===== src/rtl/cordic_request_arbiter.sv =====
// cordic_request_arbiter
//   Shares one iterative cosine CORDIC datapath between NREQ requesters.
//   Requesters are served round-robin, one transaction at a time: the chosen
//   theta is handed to the core with a start pulse. The float result goes back
//   only to the requester that issued the theta.
//
//   Optional feature macro: CORDIC_ARB_TIMEOUT_EN
//     When defined, a watchdog limits the time spent waiting for core_done to
//     TIMEOUT enabled cycles. On expiry it returns a quiet NaN and raises the
//     sticky error output.
//
// Ports
//   clk          system clock, rising edge
//   reset        asynchronous active-low reset
//   clk_en       global enable; registers hold while low
//   req_valid    per-requester request valid            [NREQ]
//   req_theta    packed thetas, requester i at [32*i+:32] [32*NREQ]
//   req_ready    one-hot accept strobe                  [NREQ]
//   rsp_valid    one-hot result valid                   [NREQ]
//   rsp_result   cosine result for the flagged requester [32]
//   rsp_ready    per-requester result accept            [NREQ]
//   core_start   start command to the cosine datapath
//   core_theta   captured theta driven to the datapath  [32]
//   core_done    datapath completion pulse
//   core_result  datapath result, valid with core_done  [32]
//   busy         high in any state other than IDLE
//   grant_id     current or last granted requester      [GW]
//   error        (CORDIC_ARB_TIMEOUT_EN only) sticky watchdog flag

module cordic_request_arbiter #(
    parameter int NREQ    = 4,
    parameter int TIMEOUT = 64,
    localparam int GW     = $clog2(NREQ)
) (
    input  logic                 clk,
    input  logic                 reset,
    input  logic                 clk_en,
    input  logic [NREQ-1:0]      req_valid,
    input  logic [32*NREQ-1:0]   req_theta,
    output logic [NREQ-1:0]      req_ready,
    output logic [NREQ-1:0]      rsp_valid,
    output logic [31:0]          rsp_result,
    input  logic [NREQ-1:0]      rsp_ready,
    output logic                 core_start,
    output logic [31:0]          core_theta,
    input  logic                 core_done,
    input  logic [31:0]          core_result,
    output logic                 busy,
    output logic [GW-1:0]        grant_id
`ifdef CORDIC_ARB_TIMEOUT_EN
    ,
    output logic                 error
`endif
);

    typedef enum logic [1:0] {IDLE, ISSUE, WAIT, RESP} state_t;

    localparam logic [NREQ-1:0] ONE_HOT_0 = {{(NREQ-1){1'b0}}, 1'b1};
    localparam logic [31:0]     QNAN      = 32'h7FC00000;

    state_t          state;
    state_t          state_nx;
    logic [GW-1:0]   last_grant;
    logic [GW-1:0]   winner;
    logic            win_found;
    logic [31:0]     theta_sel;
    int              idx;
    logic            accept;
    logic            done_hit;
    logic            timeout_hit;
    logic            rsp_hs;

    // Round-robin search starting just after the last served requester.
    always_comb begin
        win_found = 1'b0;
        winner    = '0;
        idx       = 0;
        for (int k = 1; k <= NREQ; k++) begin
            idx = (int'(last_grant) + k) % NREQ;
            if (!win_found && req_valid[GW'(idx)]) begin
                win_found = 1'b1;
                winner    = GW'(idx);
            end
        end
    end

    always_comb begin
        theta_sel = '0;
        for (int i = 0; i < NREQ; i++) begin
            if (winner == GW'(i)) begin
                theta_sel = req_theta[32*i +: 32];
            end
        end
    end

    assign accept   = (state == IDLE) && clk_en && win_found;
    assign done_hit = (state == WAIT) && clk_en && core_done;
    assign rsp_hs   = (state == RESP) && clk_en && rsp_ready[grant_id];

    // req_ready is combinational from req_valid; gate it with reset so every
    // output reads 0 while reset is held.
    assign req_ready  = (accept && reset) ? (ONE_HOT_0 << winner) : '0;
    assign rsp_valid  = (state == RESP) ? (ONE_HOT_0 << grant_id) : '0;
    assign core_start = (state == ISSUE);
    assign busy       = (state != IDLE);

`ifdef CORDIC_ARB_TIMEOUT_EN
    localparam int CW = $clog2(TIMEOUT + 1);

    logic [CW-1:0] wd_cnt;

    // wd_cnt counts WAIT cycles already spent; the TIMEOUT-th one expires.
    assign timeout_hit = (state == WAIT) && clk_en && !core_done &&
                         (wd_cnt == CW'(TIMEOUT - 1));

    always_ff @(posedge clk or negedge reset) begin
        if (!reset) begin
            wd_cnt <= '0;
            error  <= 1'b0;
        end else if (clk_en) begin
            if (state == ISSUE) begin
                wd_cnt <= '0;
            end else if (state == WAIT) begin
                wd_cnt <= wd_cnt + 1'b1;
            end
            if (timeout_hit) begin
                error <= 1'b1;
            end
        end
    end
`else
    logic unused_timeout;

    // Without the watchdog, WAIT only ends on core_done.
    assign timeout_hit    = 1'b0;
    assign unused_timeout = (TIMEOUT > 0);
`endif

    // State register
    always_ff @(posedge clk or negedge reset) begin
        if (!reset) begin
            state <= IDLE;
        end else begin
            state <= state_nx;
        end
    end

    // Next-state logic; every transition already qualifies on clk_en.
    always_comb begin
        state_nx = state;
        case (state)
            IDLE:    if (accept)                  state_nx = ISSUE;
            ISSUE:   if (clk_en)                  state_nx = WAIT;
            WAIT:    if (done_hit || timeout_hit) state_nx = RESP;
            RESP:    if (rsp_hs)                  state_nx = IDLE;
            default:                              state_nx = IDLE;
        endcase
    end

    // Transaction data: theta and grant on accept, result on completion,
    // arbitration pointer on the response handshake.
    always_ff @(posedge clk or negedge reset) begin
        if (!reset) begin
            core_theta <= '0;
            grant_id   <= '0;
            rsp_result <= '0;
            last_grant <= GW'(NREQ - 1);
        end else if (clk_en) begin
            if (accept) begin
                core_theta <= theta_sel;
                grant_id   <= winner;
            end
            if (done_hit) begin
                rsp_result <= core_result;
            end else if (timeout_hit) begin
                rsp_result <= QNAN;
            end
            if (rsp_hs) begin
                last_grant <= grant_id;
            end
        end
    end

endmodule


===== config.mk =====
export PLATFORM = sky130hd
export DESIGN_NAME = cordic_request_arbiter
export DESIGN_NICKNAME = d
export VERILOG_FILES = /design/src/rtl/cordic_request_arbiter.sv
export SDC_FILE = /design/constraint.sdc
export NUM_CORES = 1
export LEC_CHECK = 0
export ABC_AREA = 1
export BUFFER_PORTS_ARGS = -buffer_cell sky130_fd_sc_hd__buf_2
export CAP_MARGIN = 20
export CORE_MARGIN = 10
export CORE_UTILIZATION = 44
export CTS_BUF_LIST = sky130_fd_sc_hd__clkbuf_8 sky130_fd_sc_hd__clkbuf_16
export CTS_CLUSTER_DIAMETER = 50
export DETAILED_ROUTE_END_ITERATION = 16
export GPL_ROUTABILITY_DRIVEN = 0
export PLACE_DENSITY = 0.81
export SYNTH_ARGS = -nofsm -noshare
export SYNTH_HDL_FRONTEND = slang
export SYNTH_SLANG_ARGS = --single-unit

===== constraint.sdc =====
create_clock -name clk -period 4.1 [get_ports clk]
set_input_delay 1.025 -clock clk [delete_from_list [all_inputs] [get_ports clk]]
set_output_delay 1.025 -clock clk [all_outputs]
set_load 0.1 [all_outputs]

# Word level (Yosys, flattened, before mapping)
# Cells that the tools add are included.
[totals] input_bits=172 out_inout_bits=76 elab_cells=79 reg_bits=70
[classes] add_sub_neg=4 eq_ne=10 shift=2 muxes=33 n_reduce_logical=20 magnitude_cmp=5
[ops] op="two-way mux 32 bit" n=4
[ops] op="less-than comparator 2 x 4 -> 1 bit (second input constant)" n=4
[ops] op="two-way mux 2 bit" n=8
[ops] op="two-way mux 1 bit" n=13
[ops] op="binary-select mux 1 bit (select 2 bit)" n=5
[ops] op="logical AND 1 bit" n=10
[ops] op="equality test 2 bit (second input constant)" n=4
[ops] op="two-way mux 4 bit" n=2
[ops] op="!= test 2 bit (second input constant)" n=4
[ops] op="one-hot mux 2 bit (4 select lines)" n=1
[ops] op="left shift 1 x 2 -> 4 bit (first input constant)" n=2
[ops] op="AND reduction 2 bit" n=3
[ops] op="adder 2 x 1 -> 2 bit (second input constant)" n=2
[ops] op="adder 2 bit (second input constant)" n=2
[ops] op="equality test 2 x 1 -> 1 bit (second input constant)" n=2
[ops] op="zero test 2 bit" n=2
[ops] op="AND reduction 4 bit" n=1
[ops] op="zero test 1 bit" n=3
[ops] op="less-than comparator 2 x 3 -> 1 bit (second input constant)" n=1
[ops] op="nonzero test 2 bit" n=1

# Logic depth before layout (Yosys ltp)
[depth] word_depth=19 mapped_depth=18 depth_no_buf=16

# Least setup slack after synthesis
# OpenSTA, ideal clock, no wires.
[synth_path] path_kind="input-to-output" start="input req_valid[2]" end="output req_ready[2]" slack_ns=-0.955 t_required_ns=3.075 stages=11 t_arrival_ns=4.030 cell_sequence="nand2_1 nand2_1 nand2_1 nand2_2 nor2_2 nand3_2 nand2_4 nand2_8 buf_6 buf_6 nor3_1"
[synth_via] elab_chain_cells=16 word_cells_on_any_way=30 cone_classes="shift (1); mux (21); reduce/logical (8)"
[synth_lines] item="from (decl)" line="38" text="input logic [NREQ-1:0] req_valid,"
[synth_lines] item="binary-select mux 1 bit (select 2 bit)" line="80" text="if (!win_found && req_valid[GW'(idx)]) begin"
[synth_lines] item="two-way mux 1 bit (not written as such) (2 in series)" line="80"
[synth_lines] item="two-way mux 1 bit" line="80"
[synth_lines] item="zero test 1 bit" line="80"
[synth_lines] item="logical AND 1 bit" line="80"
[synth_lines] item="two-way mux 1 bit" line="80"
[synth_lines] item="zero test 1 bit" line="80"
[synth_lines] item="logical AND 1 bit" line="80"
[synth_lines] item="two-way mux 1 bit" line="80"
[synth_lines] item="zero test 1 bit" line="80"
[synth_lines] item="logical AND 1 bit" line="80"
[synth_lines] item="two-way mux 1 bit" line="80"
[synth_lines] item="logical AND 1 bit" line="96" text="assign accept = (state == IDLE) && clk_en && win_found;"
[synth_lines] item="logical AND 1 bit" line="102" text="assign req_ready = (accept && reset) ? (ONE_HOT_0 << winner) : '0;"
[synth_lines] item="two-way mux 4 bit (*)" line="102"
[synth_lines] item="to (decl)" line="40" text="output logic [NREQ-1:0] req_ready,"
# Mark *: on every way between the ends. The rest lies on a longest branch, timed or not. The select of a mux whose other input is x is not followed.

# Final worst setup path
[layout_path] start="input req_valid[3]" end="output req_ready[3]"
# The elaborated chain is that of the path after synthesis.

==> results by group <==
STA
  • Setup TNS: 0 ns
  • RSZ-0062 raised after global routing: no
  • Max-slew headroom: 48.60%
  • Final min period: 3.781 ns
  • Fmax: 264.5 MHz
  • Hold Violations, Final: 0
  • Final Setup Violations: 0
  • Hold WS: 0.4810 ns
  • Actual slew at the worst max-slew pin: 0.7691 ns
  • Fin. max-slew vios: 0
  • Setup Skew: 0.01137 ns
  • Crit share post-route: 92.23%
  • Final WS setup: 0.3187 ns

Clocking
  • Maximum root-to-sink buffer count: 2
  • CTS hold repair buffers: 0
  • Clock root buffer: clkbuf_8
  • Setup bufs post-CTS: 0
  • H-tree depth: 3
  • TritonCTS clock tree: yes
  • Resize count post-CTS: 0
  • Worst-path clk slew: 0.08 ns
  • Total CTS buffers: 9
  • CTS Sinks: 70
  • Clock Latency Late Sink: 0.36 ns

Min path
  • Worst Hold Class: reg2reg

Route
  • Via density: 5.193
  • Drt drc: 0
  • Post-DRT Antenna Nets: 0
  • 1st-iter DRT viols: 325
  • DR vias: 4,637
  • WL per Instance: 17.43 um
  • Initial DRT Pass Iterations: 4
  • WL final: 15,570 um

Floorplan
  • Core area: 0.009196 mm2
  • Die Span X: 117.1 um
  • Initial Utilization: 45.09%
  • Ports: 248
  • Row count: 35
  • Die H: 117.1 um
  • Die Area: 0.01371 mm2

Place
  • Hpwl dp: 12,330 um
  • Place WS: 0.3562 ns
  • Port Buffers: 247

Critical path
  • Crit path DAT: 2.76 ns
  • Crit. End Element: primary output
  • Critical Path Start Type: primary input
  • Crit Path Category: in2out
  • CP max-delay cell: nand2_2
  • WP data required: 3.07 ns
  • CP Max Fanout: 16
  • Max incr delay on CP: 0.32 ns
  • Critical path, cell by cell: buf_2, nand2_1, nand2_1, nand2_1, nand2_1, nor2_2, nand4_1, nand2_2, nand2_2, nor2_2, buf_12
  • Most used cell, CP: nand2_1
  • Slack of the worst reg-to-reg path: 0.99 ns

Outcome
  • Status: completed

Synthesis
  • Avg Cell Area, Syn: 7.693 um2
  • Ys flop type: dfrtp_1
  • Seq cells post-synth: 70
  • Asr flop ratio synth: 100.0%
  • Syn nets: 716
  • Yosys warning count: 0
  • Post-Syn Area: 0.004146 mm2
  • Sequential cell area fraction in the yosys report: 42.31%
  • Number of synthesized flops with an enable pin: 0
  • Synthesized instance count: 539
  • Netlist cell types: 28

Flow run
  • Max-cap violations: 0

Cells and area
  • Commonest non-fill, non-tap cell in the layout: buf_2
  • Layout cell share with drive strength beyond 1: 41.72%
  • Area growth, synth to finish: 37.24%
  • # nets final: 951
  • Most frequent cells in the layout: buf_2, nand2_1, nand3_1, dfrtp_1, nor2_1

Global route
  • Gr ovfl total: 0
  • Largest net degree at the start of global routing: 51
  • Vias in the first global route: 5,077
  • Initial antenna violation count: 1
  • Overall Global Routing Usage: 22.23%
  • First-pass GRT wire length: 24,260 um
## critical path: cells and delay by family
family	cells	cell delay (ns)
buffers and inverters	2	0.30
AND/OR/NAND/NOR	9	1.40
## sequential cells by signal (all words and copies together), names as in the netlist
register	flops
core_theta	32
grant_id	2
last_grant	2
rsp_result	32
state	2
## path summary, 6_finish.rpt
| kind | from | end | cells past startpoint |
|---|---|---|---|
| setup / recovery | req_valid[3] | req_ready[3] | 11 |
| max in group asynchronous | reset | core_theta[16] | 2 |
| setup reg to reg | last_grant[0] | core_theta[12] | 13 |
| min in group asynchronous | reset | grant_id[1] | 1 |
| hold reg to reg | core_theta[28] | core_theta[28] | 2 |
| hold / removal | core_theta[28] | core_theta[28] | 2 |
## final cells by class
type                    count  area (um2)
inverters                  41       156.4
fillers                   810        3506
diodes                      3       7.507
clock inverters             7       75.07
clock buffers               9       123.9
multi-input cells         397        2076
flip-flops and latches     70        1754
repair buffers            255        1359
well taps                 111       138.9
## synthesized netlist by cell type (2+ instances only)
library cell	count	area, um2
o21ai_0	16	80.08
inv_2	3	11.26
nand2_2	5	31.28
clkbuf_1	8	30.03
buf_6	5	56.30
mux2_2	32	360.4
nor2_4	2	22.52
dfstp_2	2	52.55
ha_1	5	62.56
nand4_1	22	137.6
nand3_1	75	375.4
nor3_1	9	45.04
nor2_1	46	172.7
inv_1	37	138.9
dfrtp_1	68	1702
nand2_1	171	641.9
o21ai_1	7	35.03
buf_4	6	45.04
buf_2	11	55.05
## cell families after synthesis
family | after synthesis | synth area share, %
and+or+nand+nor | 335 | 36.03
buffers and inverters | 72 | 8.358
DFF | 70 | 42.31
muxes | 32 | 8.691
AOI/OAI and AO/OA | 25 | 3.108
adders and majority gates | 5 | 1.509
## metal layers
| metal | vias up | share of wire [%] | global-route usage (%) | wire length (um) |
|---|---|---|---|---|
| li1 | 2229 | - | - | - |
| met1 | 2161 | 36 | 22.92 | 5657 |
| met2 | 212 | 53 | 41.09 | 8259 |
| met3 | 35 | 8.4 | 7.441 | 1304 |
| met4 | 0 | 2.2 | 7.496 | 346 |
| met5 | - | 0 | 0 | 0 |
## metrics by stage
step	std cells	util, %	instance area, um2
after floorplan	539	-	4177
after global placement	874	59.63	5484
after detailed placement	874	59.63	5484
after CTS	890	61.80	5683
after global routing	890	61.80	5683
final	893	61.88	5690
Power is not shown: default switching activity piles up to over one toggle a cycle in this logic, so the estimate is an artifact.
